==> src/rtl/keccak_ctrl.sv <==
// Sequencing controller for a step-mapped Keccak datapath: clears the state,
// steers absorb/pad, runs 24x5 permutation steps and paces squeeze beats.
module keccak_ctrl #(
  parameter int MAX_ROUNDS = 24,
  parameter int DWIDTH     = 256
) (
  input  logic       clk,
  input  logic       rst,
  input  logic       start,
  input  logic [1:0] mode,
  input  logic       in_valid,
  output logic       in_ready,
  input  logic       in_last,
  input  logic [5:0] in_bytes,
  output logic [7:0] rate_rem,
  input  logic       stop,
  output logic       out_valid,
  input  logic       out_ready,
  output logic [5:0] out_bytes,
  output logic [7:0] byte_off,
  output logic       absorb_en,
  output logic       pad_en,
  output logic [7:0] pad_dom,
  output logic [2:0] step_sel,
  output logic [4:0] round_idx,
  output logic       busy,
  output logic       done,
  output logic       err
);

  typedef enum logic [2:0] {
    S_IDLE, S_CLEAR, S_ABSORB, S_PAD, S_PERMUTE, S_SQUEEZE
  } state_t;

  localparam logic [7:0] BEAT_BYTES = 8'(DWIDTH / 8);
  localparam logic [2:0] STEP_ZERO  = 3'd0;
  localparam logic [2:0] STEP_THETA = 3'd1;
  localparam logic [2:0] STEP_IOTA  = 3'd5;
  localparam logic [4:0] LAST_ROUND = 5'(MAX_ROUNDS - 1);

  state_t     state_q, state_d, ret_q, ret_d;
  logic [1:0] mode_q, mode_d;
  logic [7:0] byte_off_q, byte_off_d;
  logic [7:0] out_cnt_q, out_cnt_d;
  logic [2:0] step_q, step_d;
  logic [4:0] round_q, round_d;
  logic       err_q, err_d;
  logic       done_q, done_d;

  logic [7:0] rate, rate_left, total, sq_rem, sq_bytes, cnt_sum;
  logic [8:0] abs_sum, sq_sum;
  logic       sha3, beat_too_big;

  always_comb begin
    case (mode_q)
      2'd0:    rate = 8'd136;
      2'd1:    rate = 8'd72;
      2'd2:    rate = 8'd168;
      default: rate = 8'd136;
    endcase
  end

  assign sha3         = !mode_q[1];
  assign total        = mode_q[0] ? 8'd64 : 8'd32;
  assign rate_left    = rate - byte_off_q;
  assign sq_rem       = total - out_cnt_q;
  assign beat_too_big = {2'b00, in_bytes} > rate_left;
  assign abs_sum      = {1'b0, byte_off_q} + {3'b000, in_bytes};
  assign sq_sum       = {1'b0, byte_off_q} + {1'b0, sq_bytes};
  assign cnt_sum      = out_cnt_q + sq_bytes;

  // Squeeze beat size: a full beat, clipped by the rate block and, for the
  // fixed-length SHA3 digests, by the digest bytes still owed.
  always_comb begin
    sq_bytes = BEAT_BYTES;
    if (rate_left < sq_bytes) sq_bytes = rate_left;
    if (sha3 && (sq_rem < sq_bytes)) sq_bytes = sq_rem;
  end

  always_comb begin
    state_d    = state_q;
    ret_d      = ret_q;
    mode_d     = mode_q;
    byte_off_d = byte_off_q;
    out_cnt_d  = out_cnt_q;
    step_d     = step_q;
    round_d    = round_q;
    err_d      = err_q;
    done_d     = 1'b0;
    case (state_q)
      S_IDLE: begin
        if (start) begin
          state_d    = S_CLEAR;
          mode_d     = mode;
          err_d      = 1'b0;
          byte_off_d = 8'd0;
          out_cnt_d  = 8'd0;
        end
      end
      S_CLEAR: state_d = S_ABSORB;
      S_ABSORB: begin
        if (in_valid) begin
          if (beat_too_big) begin
            err_d      = 1'b1;
            state_d    = S_IDLE;
            byte_off_d = 8'd0;
          end else if (abs_sum == {1'b0, rate}) begin
            state_d    = S_PERMUTE;
            ret_d      = in_last ? S_PAD : S_ABSORB;
            byte_off_d = 8'd0;
            step_d     = STEP_THETA;
            round_d    = 5'd0;
          end else begin
            byte_off_d = abs_sum[7:0];
            if (in_last) state_d = S_PAD;
          end
        end
      end
      S_PAD: begin
        state_d    = S_PERMUTE;
        ret_d      = S_SQUEEZE;
        byte_off_d = 8'd0;
        step_d     = STEP_THETA;
        round_d    = 5'd0;
      end
      S_PERMUTE: begin
        if (step_q == STEP_IOTA) begin
          step_d = STEP_THETA;
          if (round_q == LAST_ROUND) begin
            round_d = 5'd0;
            step_d  = STEP_ZERO;
            state_d = ret_q;
          end else begin
            round_d = round_q + 5'd1;
          end
        end else begin
          step_d = step_q + 3'd1;
        end
      end
      S_SQUEEZE: begin
        if (out_ready) begin
          byte_off_d = sq_sum[7:0];
          if (sha3) out_cnt_d = cnt_sum;
          // A SHAKE stop alongside a handshake lets that beat go first.
          if ((sha3 && cnt_sum == total) || (!sha3 && stop)) begin
            done_d     = 1'b1;
            state_d    = S_IDLE;
            byte_off_d = 8'd0;
          end else if (sq_sum == {1'b0, rate}) begin
            state_d    = S_PERMUTE;
            ret_d      = S_SQUEEZE;
            byte_off_d = 8'd0;
            step_d     = STEP_THETA;
            round_d    = 5'd0;
          end
        end else if (!sha3 && stop) begin
          done_d     = 1'b1;
          state_d    = S_IDLE;
          byte_off_d = 8'd0;
        end
      end
      default: state_d = S_IDLE;
    endcase
  end

  always_ff @(posedge clk or posedge rst) begin
    if (rst) begin
      state_q    <= S_IDLE;
      ret_q      <= S_IDLE;
      mode_q     <= 2'd0;
      byte_off_q <= 8'd0;
      out_cnt_q  <= 8'd0;
      step_q     <= STEP_ZERO;
      round_q    <= 5'd0;
      err_q      <= 1'b0;
      done_q     <= 1'b0;
    end else begin
      state_q    <= state_d;
      ret_q      <= ret_d;
      mode_q     <= mode_d;
      byte_off_q <= byte_off_d;
      out_cnt_q  <= out_cnt_d;
      step_q     <= step_d;
      round_q    <= round_d;
      err_q      <= err_d;
      done_q     <= done_d;
    end
  end

  assign busy      = (state_q != S_IDLE);
  assign in_ready  = (state_q == S_ABSORB);
  assign absorb_en = in_ready && in_valid && !beat_too_big;
  assign pad_en    = (state_q == S_PAD);
  assign pad_dom   = busy ? (mode_q[1] ? 8'h1F : 8'h06) : 8'h00;
  assign out_valid = (state_q == S_SQUEEZE);
  assign out_bytes = out_valid ? sq_bytes[5:0] : 6'd0;
  assign rate_rem  = busy ? rate_left : 8'd0;
  assign byte_off  = byte_off_q;
  assign step_sel  = step_q;
  assign round_idx = round_q;
  assign done      = done_q;
  assign err       = err_q;

endmodule

==> config.mk <==
export PLATFORM = sky130hd
export DESIGN_NAME = keccak_ctrl
export DESIGN_NICKNAME = d
export VERILOG_FILES = /design/src/rtl/keccak_ctrl.sv
export SDC_FILE = /design/constraint.sdc
export NUM_CORES = 1
export LEC_CHECK = 0
export CAP_MARGIN = 20
export CORE_ASPECT_RATIO = 0.6
export CORE_UTILIZATION = 34
export CTS_BUF_LIST = sky130_fd_sc_hd__clkbuf_8
export DETAILED_ROUTE_END_ITERATION = 7
export DONT_BUFFER_PORTS = 1
export HOLD_SLACK_MARGIN = 0.12
export PLACE_DENSITY_LB_ADDON = 0.15
export SETUP_SLACK_MARGIN = 0.3
export SYNTH_ARGS = -nofsm -noshare
export SYNTH_HDL_FRONTEND = slang
export SYNTH_SLANG_ARGS = --single-unit
==> constraint.sdc <==
create_clock -name clk -period 18.6 [get_ports clk]
set_input_delay 2.79 -clock clk [delete_from_list [all_inputs] [get_ports clk]]
set_output_delay 2.79 -clock clk [all_outputs]
set_load 0.005 [all_outputs]
-- After elaboration in Yosys (flattened, before gate mapping)
Cells that the tools add are included.
- register bits after elaboration: 34
- input bits: 15
- output and inout bits: 45
- add/sub/neg operators: 7
- magnitude comparators: 3
- equal/unequal tests: 26
- muxes and demuxes: 66
- reductions and logical operators: 23
- operators with widths (kind ; number):
    8-bit 2-to-1 mux ; 13
    3-bit 2-to-1 mux ; 24
    5-bit 2-to-1 mux ; 10
    8-bit one-hot mux with 2 select lines ; 2
    8-bit one-hot mux with 4 select lines ; 1
    7-bit AND reduction ; 3
    5-bit one-hot mux with 4 select lines ; 1
    9-bit by 8-bit equality test with 1-bit output ; 2
    3-bit one-hot mux with 6 select lines ; 1
    2-bit inequality test, second input constant ; 7
    3-bit one-hot mux with 4 select lines ; 1
    4-bit AND reduction ; 3
    8-bit by 6-bit adder with 9-bit output ; 1
    8-bit by 8-bit adder with 9-bit output ; 1
    3-bit equality test, second input constant ; 3
    1-bit 2-to-1 mux ; 9
    3-bit one-hot mux with 3 select lines ; 1
    8-bit adder ; 1
    8-bit by 7-bit equality test with 1-bit output ; 1
    6-bit by 8-bit greater-than comparator with 1-bit output ; 1
    8-bit by 6-bit < comparator with 1-bit output, second input constant ; 1
    8-bit < comparator ; 1
    2-bit by 1-bit inequality test with 1-bit output, second input constant ; 4
    8-bit AND reduction ; 1
    other kinds (23) ; 32

-- Logic depth before layout (Yosys ltp)
- depth in word-level cells: 15
- mapped depth: 33
- mapped depth without buffers: 32

-- Least setup slack after synthesis
Ideal clock, no wire load.
- path kind: input to output
- from: in in_bytes[1]
- to: out absorb_en
- data arrival time: 3968 ps
- data required time: 15810 ps
- path slack: 11842 ps
- cell stages on the path: 8
- path through: ha_1 nor2b_1 o21ai_0 a21oi_1 o21ai_0 a21oi_1 and2_1 nor3_1
- cells in the longest elaborated chain, start to end: 3
- ends and longest elaborated chain (what ; line ; text):
    from (decl) ; 14 ; input logic [5:0] in_bytes,
    6-bit by 8-bit greater-than comparator with 1-bit output ; 67 ; assign beat_too_big = {2'b00, in_bytes} > rate_left;
    1-bit zero test ; 192 ; assign absorb_en = in_ready && in_valid && !beat_too_big;
    1-bit logical AND ; 192 ;
    to (decl) ; 21 ; output logic absorb_en,
Every way passes these cells.

-- Final worst setup path
- from: reg mode_q[0]
- to: out out_bytes[1]
- cells in the longest elaborated chain, start to end: 9
- elaborated cells on any way between the ends: 12
- ends and longest elaborated chain (what ; line ; text):
    from (decl) ; 42 ; logic [1:0] mode_q, mode_d;
    from (signal assigned) ; 180 ; mode_q <= mode_d;
    2-bit equality test / 2-bit by 1-bit equality test with 1-bit output (equally long branches) ; 55 ; case (mode_q)
    8-bit one-hot mux with 2 select lines ; 55 ;
    8-bit subtractor ; 65 ; assign rate_left = rate - byte_off_q;
    8-bit by 6-bit < comparator with 1-bit output ; 76 ; if (rate_left < sq_bytes) sq_bytes = rate_left;
    8-bit 2-to-1 mux ; 76 ;
    8-bit < comparator ; 77 ; if (sha3 && (sq_rem < sq_bytes)) sq_bytes = sq_rem;
    1-bit logical AND ; 77 ;
    8-bit 2-to-1 mux (*) ; 77 ;
    6-bit 2-to-1 mux (*) ; 196 ; assign out_bytes = out_valid ? sq_bytes[5:0] : 6'd0;
    to (decl) ; 19 ; output logic [5:0] out_bytes,
Every way passes the cells marked *; elsewhere a longest branch is shown, timed or not.

==> out/results.tsv <==
stage	metric	value	unit
sta	finalSetupViolations	0	
power	p_total	0.828	mW
sta	finalClockSkew	0.0121	ns
worst_setup_path	crit_chain	and2b_4, ha_1, nor2b_1, o22ai_2, nor2b_1, o211ai_1, nand2_2, nand2_2, or2_2, ha_1, a21o_1, a21oi_1, o211ai_1, nor2_1, a21oi_1, nor2b_1, a31oi_1, nor2_1	
sta	period_share	40.7	%
power	power_frac_seq	16.7	%
power	clkPwrFrac	7.9	%
worst_setup_path	cp_top_family	compound AO/OA/AOI/OAI gates	
worst_setup_path	path_class	reg -> out	
synth	ys_warn_count	0	
power	vdd_drop_max	0.0000761	V
final_layout	fillers	1210	
clock_tree	clkSlewWorstSetupHoldPaths	0.09	ns
clock_tree	htreeDepth	2	
global_route	antenna_found_initial	0	
sta	hold_viol_final	0	
global_route	grt_pass1_wl	19200	um
floorplanning	num_rows	30	
worst_setup_path	worst-path-max-fanout	9	
synth	synthFlopType	dfrtp_1	
clock_tree	cts.sinks	34	
synth	syn_area	0.00403	mm2
sta	fmax	132	MHz
synth	synth.distinct_cells	70	
sta	period_minus_slack	7.56	ns
clock_tree	cts-root-buf	clkbuf_8	
route	routedWlPerCell	17.9	um
worst_setup_path	end_kind	output pin	
final_layout	fin_util	37.5	%
worst_setup_path	crit_top_cell	nor2b_1	
clock_tree	cts_tree	yes	
clock_tree	clk_latency	0.31	ns
worst_setup_path	cpPeakStageDelay	0.59	ns
worst_setup_path	worst-path-buf-inv	0	
synth	synth_area_per_cell	7.91	um2
final_layout	diodes	0	
synth	synthArstFlopShare	100	%
synth	synth_edf_count	0	
synth	synth_most_common_cell	nor2_1	
power	p_sw_share	56.3	%
power	powerDensity	194	mW/mm2
floorplanning	initial_utilization	35.3	%
global_route	grtUsageTotal	20.5	%
route	vias	3618	
sta	slew_headroom	36.7	%
worst_setup_path	cp.required	15.81	ns
outcome	status	finished clean	
synth	synth_common_cells	57 x nor2_1, 42 x ha_1, 39 x inv_1, 39 x nand2_1	
final_layout	area_growth	5.99	%
final_layout	drive_gt1_share	8.64	%
sta	setup-tns-final	0	ns
sta	worst_pin_slew	0.944	ns
power	power_frac_comb	75.4	%
placement	port_buffers	0	
placement	hpwl	9620	um
synth	netlist.area_leader.share	21.1	%
global_route	grt_overflow	0	
route	drc	0	
clock_tree	cts_hold_buf	0	
global_route	first_global_vias	3358	
route	routed_wirelength	12000	um
synth	synth_area_leader_cell	dfrtp_1	
route	firstDrtPassIters	4	
route	drtIter0Drc	226	
floorplanning	num_io_pins	60	
synth	seq_area_frac_synth	21.1	%
placement	gp_congestion	0.894	
clock_tree	cts_buffers	5	
synth	synth-seq-cells	34	
worst_setup_path	critPathLaunchType	flip-flop	
synth	netlist_instances	510	
min_path	hp-class	reg -> reg	
sta	maxSlewViolCount	0	
sta	rsz0062_at_grt	no	
worst_setup_path	worstPathArrival	4.77	ns
clock_tree	cts_setup_buffers	0	
final_layout	final_nets	568	
power	p_leak	1.87	nW
job	max-cap-violations	0	
floorplanning	core_area	0.0114	mm2
route	vias_per_cell	5.41	
power	p_sw	0.466	mW
final_layout	stdcell_area	0.00427	mm2
floorplanning	fp.dieH	86.4	um
placement	dpl_cell_area	0.00417	mm2
synth	synth_top_cells_by_area	dfrtp_1 21%, ha_1 13%, nor2_1 5.3%	
power	cellInternalPower	0.362	mW
route	ant_nets	0	
global_route	grt_max_degree	35	
clock_tree	cts_resized	0	
floorplanning	fp.dieArea	0.0123	mm2
clock_tree	clk_path_buf_depth	2	
floorplanning	die_w	143	um
worst_setup_path	cpMaxStageDelayCell	a21oi_1	
[flip-flops by register name (all words and copies together) (netlist names)]
| name | count |
|---|---|
| byte_off | 8 |
| step_sel | 3 |
| ret_q | 3 |
| out_cnt_q | 8 |
| state_q | 3 |
| round_idx | 5 |
| done | 1 |
| err | 1 |
| mode_q | 2 |
[routing by layer]
metal	GRT usage, %	vias to the layer above	wire length (um)
met5	0	-	0
met2	25.8	112	4220
li1	-	1825	-
met4	2.64	0	42
met3	4.14	5	778
met1	34.3	1676	6920
[per-stage QoR]
stage	hold slack [ns]	setup WS, ns	instances
after detailed placement	0.503	11.38	660
after global placement	0.495	11.51	660
final	0.535	11.04	669
after CTS	0.527	11.02	668
after global routing	0.562	10.61	669
after floorplan	0.459	11.84	513
[power by group through the flow]
stage	clock network [mW]	registers (mW)	logic, mW
after floorplan	0	0.122	0.492
after global placement	0	0.139	0.617
after detailed placement	0	0.140	0.615
after CTS	0.0671	0.139	0.619
after global routing	0.0700	0.143	0.693
final	0.0655	0.138	0.624
[worst paths after layout]
| check | from | cells past startpoint | slack (ns) | endpoint |
|---|---|---|---|---|
| setup reg to reg | mode_q[0] | 29 | 11.34 | round_idx[3] |
| hold reg to reg | ret_q[2] | 1 | 0.54 | ret_q[2] |
| max in group asynchronous | rst | 2 | 15.77 | ret_q[1] |
| min in group asynchronous | rst | 2 | 2.48 | byte_off[1] |
| hold / removal | ret_q[2] | 1 | 0.54 | ret_q[2] |
| setup / recovery | mode_q[0] | 18 | 11.04 | out_bytes[1] |
[cells by family after synthesis]
logic type | after synthesis | synth area share, %
simple gates | 190 | 23.6
fa+ha+maj | 45 | 14.5
flops | 34 | 21.1
mux | 8 | 2.14
other cells | 2 | 0.186
compound gates | 146 | 25.4
buf+inv | 57 | 6.27
xor+xnor | 28 | 6.73
[layout make-up]
type                    instances  area, um2  share of cell area, %
clock buffers                   6       82.6                   1.93
clock inverters                 2       12.5                  0.293
inverters                      42        160                   3.75
multi-input cells             422       2950                   68.9
flip-flops and latches         34        851                   19.9
well taps                     160        200                   4.68
repair buffers                  3       22.5                  0.527
[placed cells by master (no fill, tap or decap), drive strengths merged, types with 4 or more instances in the layout]
cell type / count
o21a: 4
a21oi: 36
a31oi: 11
o22ai: 4
or2: 4
nor2b: 12
dfrtp: 34
a211oi: 6
a221o: 6
clkinv: 4
conb: 5
o221ai: 4
mux2: 5
o21ai: 33
o211ai: 9
ha: 42
nand2b: 12
nand3: 15
nor3: 15
xor2: 11
inv: 39
and2: 13
a21o: 7
nor2: 58
o311a: 4
xnor2: 17
nand2: 41
clkbuf: 6
o31ai: 9
[worst register-to-register path: cells and delay by family, from the launching register on]
kind,cells,cell delay (ns)
AOI/OAI and AO/OA,11,2.46
xor gates and xnor gates,1,0.33
adders and majority gates,3,0.86
buffers and inverters,1,0.14
DFF,1,0.48
muxes,2,0.35
and+or+nand+nor,11,2.50
Note: power is estimated with default switching activity, not from simulation.
